===== src/rtl/alu_ctrl.sv =====
// Instruction sequencer for the 8-bit ALU datapath: decodes byte-oriented
// instructions, drives the ALU selects/operands, and owns W and the C/DC/Z flags.
module alu_ctrl (
  input  logic        clk,
  input  logic        rst,
  input  logic [13:0] instr,
  input  logic        instr_valid,
  output logic        instr_ready,
  output logic        done,
  output logic        illegal,
  output logic [6:0]  rf_raddr,
  output logic        rf_rd,
  input  logic [7:0]  rf_rdata,
  output logic        rf_we,
  output logic [6:0]  rf_waddr,
  output logic [7:0]  rf_wdata,
  output logic        clr,
  output logic        swap_n_mov,
  output logic        rlf_n_rrf,
  output logic        sub,
  output logic [1:0]  op_mux_l,
  output logic [1:0]  op_mux_a,
  output logic [1:0]  out_mux,
  output logic        C_in,
  output logic [7:0]  op_A1,
  output logic [7:0]  op_A,
  output logic [7:0]  op_B,
  input  logic [7:0]  alu_out,
  input  logic        C_new,
  input  logic        DC_new,
  input  logic        Z_new,
  output logic [7:0]  w_out,
  output logic        status_c,
  output logic        status_dc,
  output logic        status_z
);

  typedef enum logic [1:0] {IDLE = 2'd0, READ = 2'd1, EXEC = 2'd2, WB = 2'd3} state_t;

  state_t      state_r, state_next_s;
  logic [13:0] instr_r, cur_instr_s;
  logic [3:0]  opcode_s;
  logic        d_s, accept_s;

  logic        dec_illegal_s, dec_reads_f_s, dec_writes_s, dec_a1_w_s;
  logic        dec_upd_c_s, dec_upd_dc_s, dec_upd_z_s;
  logic        dec_clr_s, dec_swap_s, dec_rlf_s, dec_sub_s;
  logic [1:0]  dec_out_mux_s, dec_mux_a_s, dec_mux_l_s;

  logic        rf_rd_r, rf_we_r, done_r, illegal_r, exec_rd_r;
  logic        clr_r, swap_r, rlf_r, sub_r;
  logic [1:0]  out_mux_r, mux_a_r, mux_l_r;
  logic [7:0]  op_a1_r, op_b_r, res_r, w_r;
  logic        c_cap_r, dc_cap_r, z_cap_r, c_r, dc_r, z_r;

  assign instr_ready = (state_r == IDLE) && !rst;
  assign accept_s    = instr_valid && instr_ready;
  // In IDLE the decoder looks at the word being offered so READ-cycle strobes can be registered.
  assign cur_instr_s = (state_r == IDLE) ? instr : instr_r;
  assign opcode_s    = cur_instr_s[11:8];
  assign d_s         = cur_instr_s[7];

  // Instruction decode into ALU controls, operand source and flag-update mask.
  always_comb begin
    dec_illegal_s = 1'b0;
    dec_reads_f_s = 1'b0;
    dec_writes_s  = 1'b1;
    dec_a1_w_s    = 1'b0;
    dec_upd_c_s   = 1'b0;
    dec_upd_dc_s  = 1'b0;
    dec_upd_z_s   = 1'b0;
    dec_clr_s     = 1'b0;
    dec_swap_s    = 1'b0;
    dec_rlf_s     = 1'b0;
    dec_sub_s     = 1'b0;
    dec_out_mux_s = 2'd0;
    dec_mux_a_s   = 2'd0;
    dec_mux_l_s   = 2'd0;
    if (cur_instr_s[13:12] != 2'b00) begin
      dec_illegal_s = 1'b1;
      dec_writes_s  = 1'b0;
    end else begin
      case (opcode_s)
        4'b0111: begin dec_out_mux_s = 2'd3; dec_reads_f_s = 1'b1;
                       dec_upd_c_s = 1'b1; dec_upd_dc_s = 1'b1; dec_upd_z_s = 1'b1; end
        4'b0010: begin dec_out_mux_s = 2'd3; dec_mux_a_s = 2'd1; dec_sub_s = 1'b1; dec_reads_f_s = 1'b1;
                       dec_upd_c_s = 1'b1; dec_upd_dc_s = 1'b1; dec_upd_z_s = 1'b1; end
        4'b1010: begin dec_out_mux_s = 2'd3; dec_mux_a_s = 2'd2; dec_reads_f_s = 1'b1; dec_upd_z_s = 1'b1; end
        4'b0011: begin dec_out_mux_s = 2'd3; dec_mux_a_s = 2'd3; dec_reads_f_s = 1'b1; dec_upd_z_s = 1'b1; end
        4'b0100: begin dec_out_mux_s = 2'd2; dec_mux_l_s = 2'd0; dec_reads_f_s = 1'b1; dec_upd_z_s = 1'b1; end
        4'b0101: begin dec_out_mux_s = 2'd2; dec_mux_l_s = 2'd1; dec_reads_f_s = 1'b1; dec_upd_z_s = 1'b1; end
        4'b0110: begin dec_out_mux_s = 2'd2; dec_mux_l_s = 2'd2; dec_reads_f_s = 1'b1; dec_upd_z_s = 1'b1; end
        4'b1001: begin dec_out_mux_s = 2'd2; dec_mux_l_s = 2'd3; dec_reads_f_s = 1'b1; dec_upd_z_s = 1'b1; end
        4'b1101: begin dec_out_mux_s = 2'd1; dec_rlf_s = 1'b1; dec_reads_f_s = 1'b1; dec_upd_c_s = 1'b1; end
        4'b1100: begin dec_out_mux_s = 2'd1; dec_reads_f_s = 1'b1; dec_upd_c_s = 1'b1; end
        4'b1110: begin dec_swap_s = 1'b1; dec_reads_f_s = 1'b1; end
        4'b1000: begin dec_reads_f_s = 1'b1; dec_upd_z_s = 1'b1; end
        4'b0001: begin dec_clr_s = 1'b1; dec_upd_z_s = 1'b1; end
        4'b0000: begin
          if (d_s) begin
            dec_a1_w_s = 1'b1;
          end else begin
            dec_writes_s = 1'b0;
          end
        end
        default: begin dec_illegal_s = 1'b1; dec_writes_s = 1'b0; end
      endcase
    end
  end

  // Next-state logic: fixed four-cycle walk once an instruction is accepted.
  always_comb begin
    state_next_s = state_r;
    case (state_r)
      IDLE: begin
        if (accept_s) begin
          state_next_s = READ;
        end else begin
          state_next_s = IDLE;
        end
      end
      READ:    state_next_s = EXEC;
      EXEC:    state_next_s = WB;
      WB:      state_next_s = IDLE;
      default: state_next_s = IDLE;
    endcase
  end

  // State register and instruction latch.
  always_ff @(posedge clk) begin
    if (rst) begin
      state_r <= IDLE;
      instr_r <= 14'h0000;
    end else begin
      state_r <= state_next_s;
      if (accept_s) begin
        instr_r <= instr;
      end
    end
  end

  // Registered strobes and ALU controls, loaded on entry to the state that uses them.
  always_ff @(posedge clk) begin
    if (rst) begin
      rf_rd_r   <= 1'b0;
      rf_we_r   <= 1'b0;
      done_r    <= 1'b0;
      illegal_r <= 1'b0;
      exec_rd_r <= 1'b0;
      clr_r     <= 1'b0;
      swap_r    <= 1'b0;
      rlf_r     <= 1'b0;
      sub_r     <= 1'b0;
      out_mux_r <= 2'd0;
      mux_a_r   <= 2'd0;
      mux_l_r   <= 2'd0;
      op_a1_r   <= 8'h00;
      op_b_r    <= 8'h00;
    end else begin
      rf_rd_r   <= (state_next_s == READ) && dec_reads_f_s;
      rf_we_r   <= (state_next_s == WB) && dec_writes_s && d_s;
      done_r    <= (state_next_s == WB);
      illegal_r <= (state_next_s == WB) && dec_illegal_s;
      if (state_next_s == EXEC) begin
        exec_rd_r <= dec_reads_f_s;
        clr_r     <= dec_clr_s;
        swap_r    <= dec_swap_s;
        rlf_r     <= dec_rlf_s;
        sub_r     <= dec_sub_s;
        out_mux_r <= dec_out_mux_s;
        mux_a_r   <= dec_mux_a_s;
        mux_l_r   <= dec_mux_l_s;
        op_a1_r   <= dec_a1_w_s ? w_r : 8'h00;
        op_b_r    <= w_r;
      end else begin
        exec_rd_r <= 1'b0;
        clr_r     <= 1'b0;
        swap_r    <= 1'b0;
        rlf_r     <= 1'b0;
        sub_r     <= 1'b0;
        out_mux_r <= 2'd0;
        mux_a_r   <= 2'd0;
        mux_l_r   <= 2'd0;
        op_a1_r   <= 8'h00;
        op_b_r    <= 8'h00;
      end
    end
  end

  // Result capture in EXEC; W and flag commit at the WB->IDLE edge.
  always_ff @(posedge clk) begin
    if (rst) begin
      res_r    <= 8'h00;
      c_cap_r  <= 1'b0;
      dc_cap_r <= 1'b0;
      z_cap_r  <= 1'b0;
      w_r      <= 8'h00;
      c_r      <= 1'b0;
      dc_r     <= 1'b0;
      z_r      <= 1'b0;
    end else begin
      if (state_r == EXEC) begin
        res_r    <= alu_out;
        c_cap_r  <= C_new;
        dc_cap_r <= DC_new;
        z_cap_r  <= Z_new;
      end
      if ((state_r == WB) && !dec_illegal_s) begin
        if (dec_writes_s && !d_s) w_r <= res_r;
        if (dec_upd_c_s)  c_r  <= c_cap_r;
        if (dec_upd_dc_s) dc_r <= dc_cap_r;
        if (dec_upd_z_s)  z_r  <= z_cap_r;
      end
    end
  end

  // File data arrives combinationally in EXEC, so the f operands bypass the registers.
  assign op_A       = exec_rd_r ? rf_rdata : 8'h00;
  assign op_A1      = exec_rd_r ? rf_rdata : op_a1_r;
  assign op_B       = op_b_r;
  assign rf_rd      = rf_rd_r;
  assign rf_we      = rf_we_r;
  assign done       = done_r;
  assign illegal    = illegal_r;
  assign rf_raddr   = instr_r[6:0];
  assign rf_waddr   = instr_r[6:0];
  assign rf_wdata   = res_r;
  assign clr        = clr_r;
  assign swap_n_mov = swap_r;
  assign rlf_n_rrf  = rlf_r;
  assign sub        = sub_r;
  assign out_mux    = out_mux_r;
  assign op_mux_a   = mux_a_r;
  assign op_mux_l   = mux_l_r;
  assign C_in       = c_r;
  assign w_out      = w_r;
  assign status_c   = c_r;
  assign status_dc  = dc_r;
  assign status_z   = z_r;

endmodule


===== config.mk =====
export PLATFORM = sky130hd
export DESIGN_NAME = alu_ctrl
export DESIGN_NICKNAME = d
export VERILOG_FILES = /design/src/rtl/alu_ctrl.sv
export SDC_FILE = /design/constraint.sdc
export NUM_CORES = 1
export LEC_CHECK = 0
export ABC_AREA = 1
export CAP_MARGIN = 20
export CORE_AREA = 2 2 116 96
export DETAILED_ROUTE_END_ITERATION = 8
export DIE_AREA = 0 0 118 98
export SYNTH_ARGS = -nofsm -noshare
export SYNTH_HDL_FRONTEND = slang
export SYNTH_SLANG_ARGS = --single-unit

===== constraint.sdc =====
create_clock -name clk -period 1.9 [get_ports clk]
set_input_delay 0.19 -clock clk [delete_from_list [all_inputs] [get_ports clk]]
set_output_delay 0.19 -clock clk [all_outputs]
set_load 0.1 [all_outputs]

# Yosys cells after proc, flatten, opt, wreduce, memory -nomap -nowiden
# Index checks and enable logic that the tools add are counted.
# W data, S select, Z words.
# op_classes
eq_ne	19
muxes	27
bitwise	2
n_reduce_logical	30
# ops
operator	count
$eq A4 B4 Y1 const B	6
$mux W1	19
$pmux W2 S3	3
$eq A4 B3 Y1 const B	4
$mux W8	2
$mux W14	1
$reduce_or A14 Y1	1
$reduce_or A13 Y1	1
$reduce_or A12 Y1	1
$reduce_or A4 Y1	3
$reduce_or A10 Y1	1
$eq A2 B2 Y1 const B	4
$eq A4 B2 Y1 const B	2
$logic_and A1 B1 Y1	8
$pmux W2 S4	1
$reduce_and A2 Y1	4
$reduce_or A2 Y1	3
$reduce_or A3 Y1	2
$eq A2 B1 Y1 const B	2
$eq A4 B1 Y1 const B	1
$logic_not A4 Y1	1
$logic_not A1 Y1	3
$logic_not A2 Y1	1
$not A1 Y1	2
other kinds (2)	2
# totals
ff_bits	69
input_bits	36
out_inout_bits	73
word_cells	102

# Longest topological paths before layout
# depth
depth_word	9
depth_mapped	14
depth_no_buf	12

# Worst setup path after synthesis
# No wires, ideal clock.
# synth_timing
path_type	flip-flop to output port
startpoint	register exec_rd_r
endpoint	output op_A1[0]
arrival_ns	2.651
required_ns	1.710
path_slack_ns	-0.941
path_stages_with_launch	3
n_path_buf	1
path_cell_list	dfxtp_1 > clkbuf_1 > o21ai_0
# synth_via
elab_chain_len	1
# synth_rtl
item	line_no	source
from (decl)	50	logic rf_rd_r, rf_we_r, done_r, illegal_r, exec_rd_r;
from (signal assigned)	165	exec_rd_r <= dec_reads_f_s;
$mux W8	219	assign op_A1 = exec_rd_r ? rf_rdata : op_a1_r;
to (decl)	25	output logic [7:0] op_A1,
# No other way between the ends.

# Worst setup path after layout
# layout_timing
startpoint	register state_r[0]
endpoint	register rf_rd_r, in the netlist rf_rd
# layout_via
elab_chain_len	7
word_cells_on_any_way	27
classes_between	eq/ne (16); mux (5); reduce/logical (6)
# layout_rtl
item	line_no	source
from (decl)	40	state_t state_r, state_next_s;
from (signal assigned)	135	state_r <= state_next_s;
$logic_not A2 Y1	56, 59, 114	
$mux W14 or $logic_and A1 B1 Y1 (tied branches)	59, 56	
$eq A4 B4 Y1 (tied with other cells)	83	case (opcode_s)
$reduce_or A12 Y1 (no line) or $mux W1 (tied branches)	--	
$mux W1 or $pmux W2 S4 (tied branches)	83, 114	
$mux W1 or $eq A2 B1 Y1 (tied branches)	79, 160	
$logic_and A1 B1 Y1 (*)	160	rf_rd_r <= (state_next_s == READ) && dec_reads_f_s;
to (signal assigned)	160	
to (decl)	50	
# Every way passes the cells marked *; elsewhere a longest branch is shown, timed or not.
# A chain may end at the register's enable or synchronous reset.

==> results.md <==
| Item | Value | Unit |
|---|---|---|
| Outcome | completed | - |
| Syn Nets | 416 | - |
| Upper clock frequency limit | 582.0 | MHz |
| Fraction of layout instances using a drive strength above 1 | 0.2638 | - |
| Std-Cell Rows | 34 | - |
| Clock insertion delay at the later pin of the skew report | 0.33 | ns |
| Pin count of the biggest net entering global routing | 21 | - |
| Startpoint Class | register | - |
| Critical path's largest stage delay | 0.31 | ns |
| DP Area | 0.004081 | mm² |
| Most frequent standard cell in the layout excluding fill and tap cells | sky130_fd_sc_hd__nand2_1 | - |
| Leak | 1.998 | nW |
| Total congestion overflow after global routing | 0 | - |
| IR drop worst, VDD | 0.4906 | mV |
| Final Hold Fails | 0 | - |
| Placer's final routability congestion estimate | 0.8372 | - |
| Hold slack final | 0.4030 | ns |
| Via count of the first global-routing pass | 2458 | - |
| Area Overhead vs Synth | 55.04 | % |
| DIE AREA | 0.01156 | mm² |
| Post-Syn Area per Cell | 7.577 | µm² |
| Remaining DRCs | 0 | - |
| Cell type with the highest aggregate area in the netlist | sky130_fd_sc_hd__dfxtp_1 | - |
| Initial antenna violation count | 0 | - |
| Placed cell count | 616 | - |
| Total number of vias | 2592 | - |
| Crit path DAT | 2.00 | ns |
| Total setup violations reported at the end of the flow | 0 | - |
| Most numerous cell on the critical path | sky130_fd_sc_hd__inv_1 | - |
| Post-synthesis sequential area ratio | 0.4861 | - |
| Crit share post-route | 0.9043 | - |
| Ports | 109 | - |
| Slowest CP cell | sky130_fd_sc_hd__dfxtp_1 | - |
| Initial core utilization | 0.2704 | - |
| RSZ-0062 raised after global routing | false | - |
| Total routing usage reported by global routing | 0.1301 | - |
| Die width | 118 | µm |
| Netlist area before placement | 0.002841 | mm² |
| Top fanout value on the critical path | 10 | - |
| Most frequent cells in the layout | sky130_fd_sc_hd__nand2_1, sky130_fd_sc_hd__buf_4, sky130_fd_sc_hd__dfxtp_1, sky130_fd_sc_hd__inv_1, sky130_fd_sc_hd__nor2_1 | - |
| Power per unit of standard cell area | 1480 | mW/mm² |
| Vias per Instance | 4.095 | - |
| CP bufs+invs | 4 | - |
| CTS tree | yes | - |
| # H-tree levels | 3 | - |
| Vert. Die Dim | 98 | µm |
| Largest buffer count on any clock path | 2 | - |
| Type of the tightest min-delay check | primary input to register | - |
| Number of warnings reported in the yosys synthesis log | 0 | - |
| Routed len/inst | 11.35 | µm |
| Non-filler cells, final | 633 | - |
| NumNets Final | 525 | - |
| Transition at the pin with the smallest max-transition slack | 0.4982 | ns |
| Slew margin rel. | 0.6674 | - |
| Core region area | 0.01051 | mm² |
| Ordered cell list for the critical path | inv_1 > ha_4 > inv_8 > buf_4 > nor2_4 > nand2_1 > a21oi_1 > nand4_1 > inv_1 | - |
| Number of maximum-capacitance violations | 0 | - |
| Top area cells in the synthesized netlist | sky130_fd_sc_hd__dfxtp_1, sky130_fd_sc_hd__nand2_1, sky130_fd_sc_hd__nor2_1 | - |
| Post-synth top area share | 0.4861 | - |
| Final std cell area, no fill | 0.004405 | mm² |
| Crit path required time | 2.18 | ns |
| CTS buffer count | 9 | - |
| Nature of the critical path endpoint | register | - |
| Wire length of the first global-routing pass | 12010 | µm |
| Antenna Cells | 0 | - |
| Buffers on Ports | 108 | - |
| Flip-flop and latch count after synthesis | 69 | - |
| Number of distinct library cells after synthesis | 26 | - |
| Antenna Nets Post-Route | 0 | - |
| HPWL Detailed | 5646 | µm |
| CTS sink count | 69 | - |
| Total wirelength of the detailed-routed design | 7184 | µm |
| Total design power | 0.006520 | W |
| Minimum clock period | 1.718 | ns |
| Sum of negative setup slack | 0 | ns |
| Count of TritonRoute iterations in the first routing pass | 4 | - |
| Number of DRC markers in iteration 0 | 62 | - |
| Top delay family on crit path | simple AND/OR/NAND/NOR gates | - |
| Critical path start-end classification | register to register | - |
| Clock root buffer | sky130_fd_sc_hd__clkbuf_16 | - |
| Slew Viols, Final | 0 | - |
| Post-Route Skew | 0.006197 | ns |
| Register clock-pin slew on the reported worst setup and hold paths | 0.06 | ns |
| Gate Count Post-Synth | 375 | - |
==> metrics by stage <==
step	util	setup slack (ns)
finish	0.4193	0.1819
global route	0.4193	0.03642
CTS	0.4150	0.06699
detailed placement	0.3884	-0.06505
global placement	0.3884	-0.03021
floorplan	-	-0.2064
==> sequential cells by signal (all words and copies together), names as in the netlist, 2 cells and up <==
register	flops
instr_r	14
op_B	8
op_a1_r	8
rf_wdata	8
w_out	8
op_mux_a	2
op_mux_l	2
out_mux	2
state_r	2
==> worst paths after layout <==
path / startpoint / endpoint / depth (start not counted) / slack [ns]
setup reg to reg: state_r[0]$_SDFF_PP0_ / rf_rd$_SDFF_PP0_ / 9 / 0.18
hold reg to reg: dc_cap_r$_SDFFE_PP0P_ / dc_cap_r$_SDFFE_PP0P_ / 2 / 0.45
setup / recovery: state_r[0]$_SDFF_PP0_ / rf_rd$_SDFF_PP0_ / 9 / 0.18
hold / removal: instr[4] / instr_r[4]$_SDFFE_PP0P_ / 3 / 0.40
==> cells by family (layout without fill, tap and decap cells) <==
group / after synthesis / in the layout / synth area share
AOI/OAI and AO/OA: 47 / 47 / 0.08322
adders and majority gates: 5 / 5 / 0.02202
buffers and inverters: 82 / 196 / 0.1369
DFF: 69 / 69 / 0.4861
muxes: 1 / 1 / 0.003523
and+or+nand+nor: 171 / 171 / 0.2682
==> final cells by class <==
type / instances / area [µm²]
sequential: 69 / 1381
timing repair buffer: 124 / 1244
multi-input combinational: 224 / 1102
clock buffer: 9 / 225.2
clock inverter: 7 / 51.30
fill: 1083 / 6102
inverter: 56 / 221.5
tap: 144 / 180.2
==> cell usage after synthesis <==
cell,number
sky130_fd_sc_hd__nand2_1,75
sky130_fd_sc_hd__dfxtp_1,69
sky130_fd_sc_hd__nor2_1,55
sky130_fd_sc_hd__inv_1,54
sky130_fd_sc_hd__o21ai_0,25
sky130_fd_sc_hd__a21oi_1,21
sky130_fd_sc_hd__nand3_1,19
sky130_fd_sc_hd__buf_4,15
sky130_fd_sc_hd__clkbuf_1,7
sky130_fd_sc_hd__nand2_2,7
sky130_fd_sc_hd__ha_1,5
sky130_fd_sc_hd__nand2_4,3
sky130_fd_sc_hd__nor2_4,3
sky130_fd_sc_hd__buf_2,2
sky130_fd_sc_hd__buf_6,2
sky130_fd_sc_hd__nand3_2,2
sky130_fd_sc_hd__nor2_2,2
sky130_fd_sc_hd__clkinv_1,1
sky130_fd_sc_hd__inv_8,1
sky130_fd_sc_hd__mux2i_1,1
sky130_fd_sc_hd__nand3b_2,1
sky130_fd_sc_hd__nand4_1,1
sky130_fd_sc_hd__nor3_1,1
sky130_fd_sc_hd__nor4_1,1
sky130_fd_sc_hd__o22ai_1,1
sky130_fd_sc_hd__or2_2,1
==> report_power, final <==
group / internal [W] / switching (W)
combinational: 0.000880 / 0.00235
sequential: 0.00165 / 0.000113
clock: 0.000885 / 0.000640
==> per-layer routing <==
metal	wire, µm	vias to the layer above	global-route usage
met1	3370	1140	0.1615
met2	3227	87	0.2080
met4	107	0	0.04819
met5	0	-	0
met3	479	9	0.04731
li1	-	1356	-
==> timing repair <==
action | in CTS | in global routing
buffers inserted | 0 | 1
pin swaps | 0 | 1
setup endpoints to repair | 30 | 30
hold buffers | 0 | 0
gates resized for setup | 1 | 4
==> worst reg2reg max path, delay by kind of cell (launching register included) <==
| family | cells | cell delay (ns) |
|---|---|---|
| compound gates | 1 | 0.26 |
| fa+ha+maj | 1 | 0.25 |
| buf+inv | 4 | 0.39 |
| flops | 1 | 0.31 |
| simple gates | 3 | 0.45 |
No activity file was read; power rests on OpenSTA's default activity.
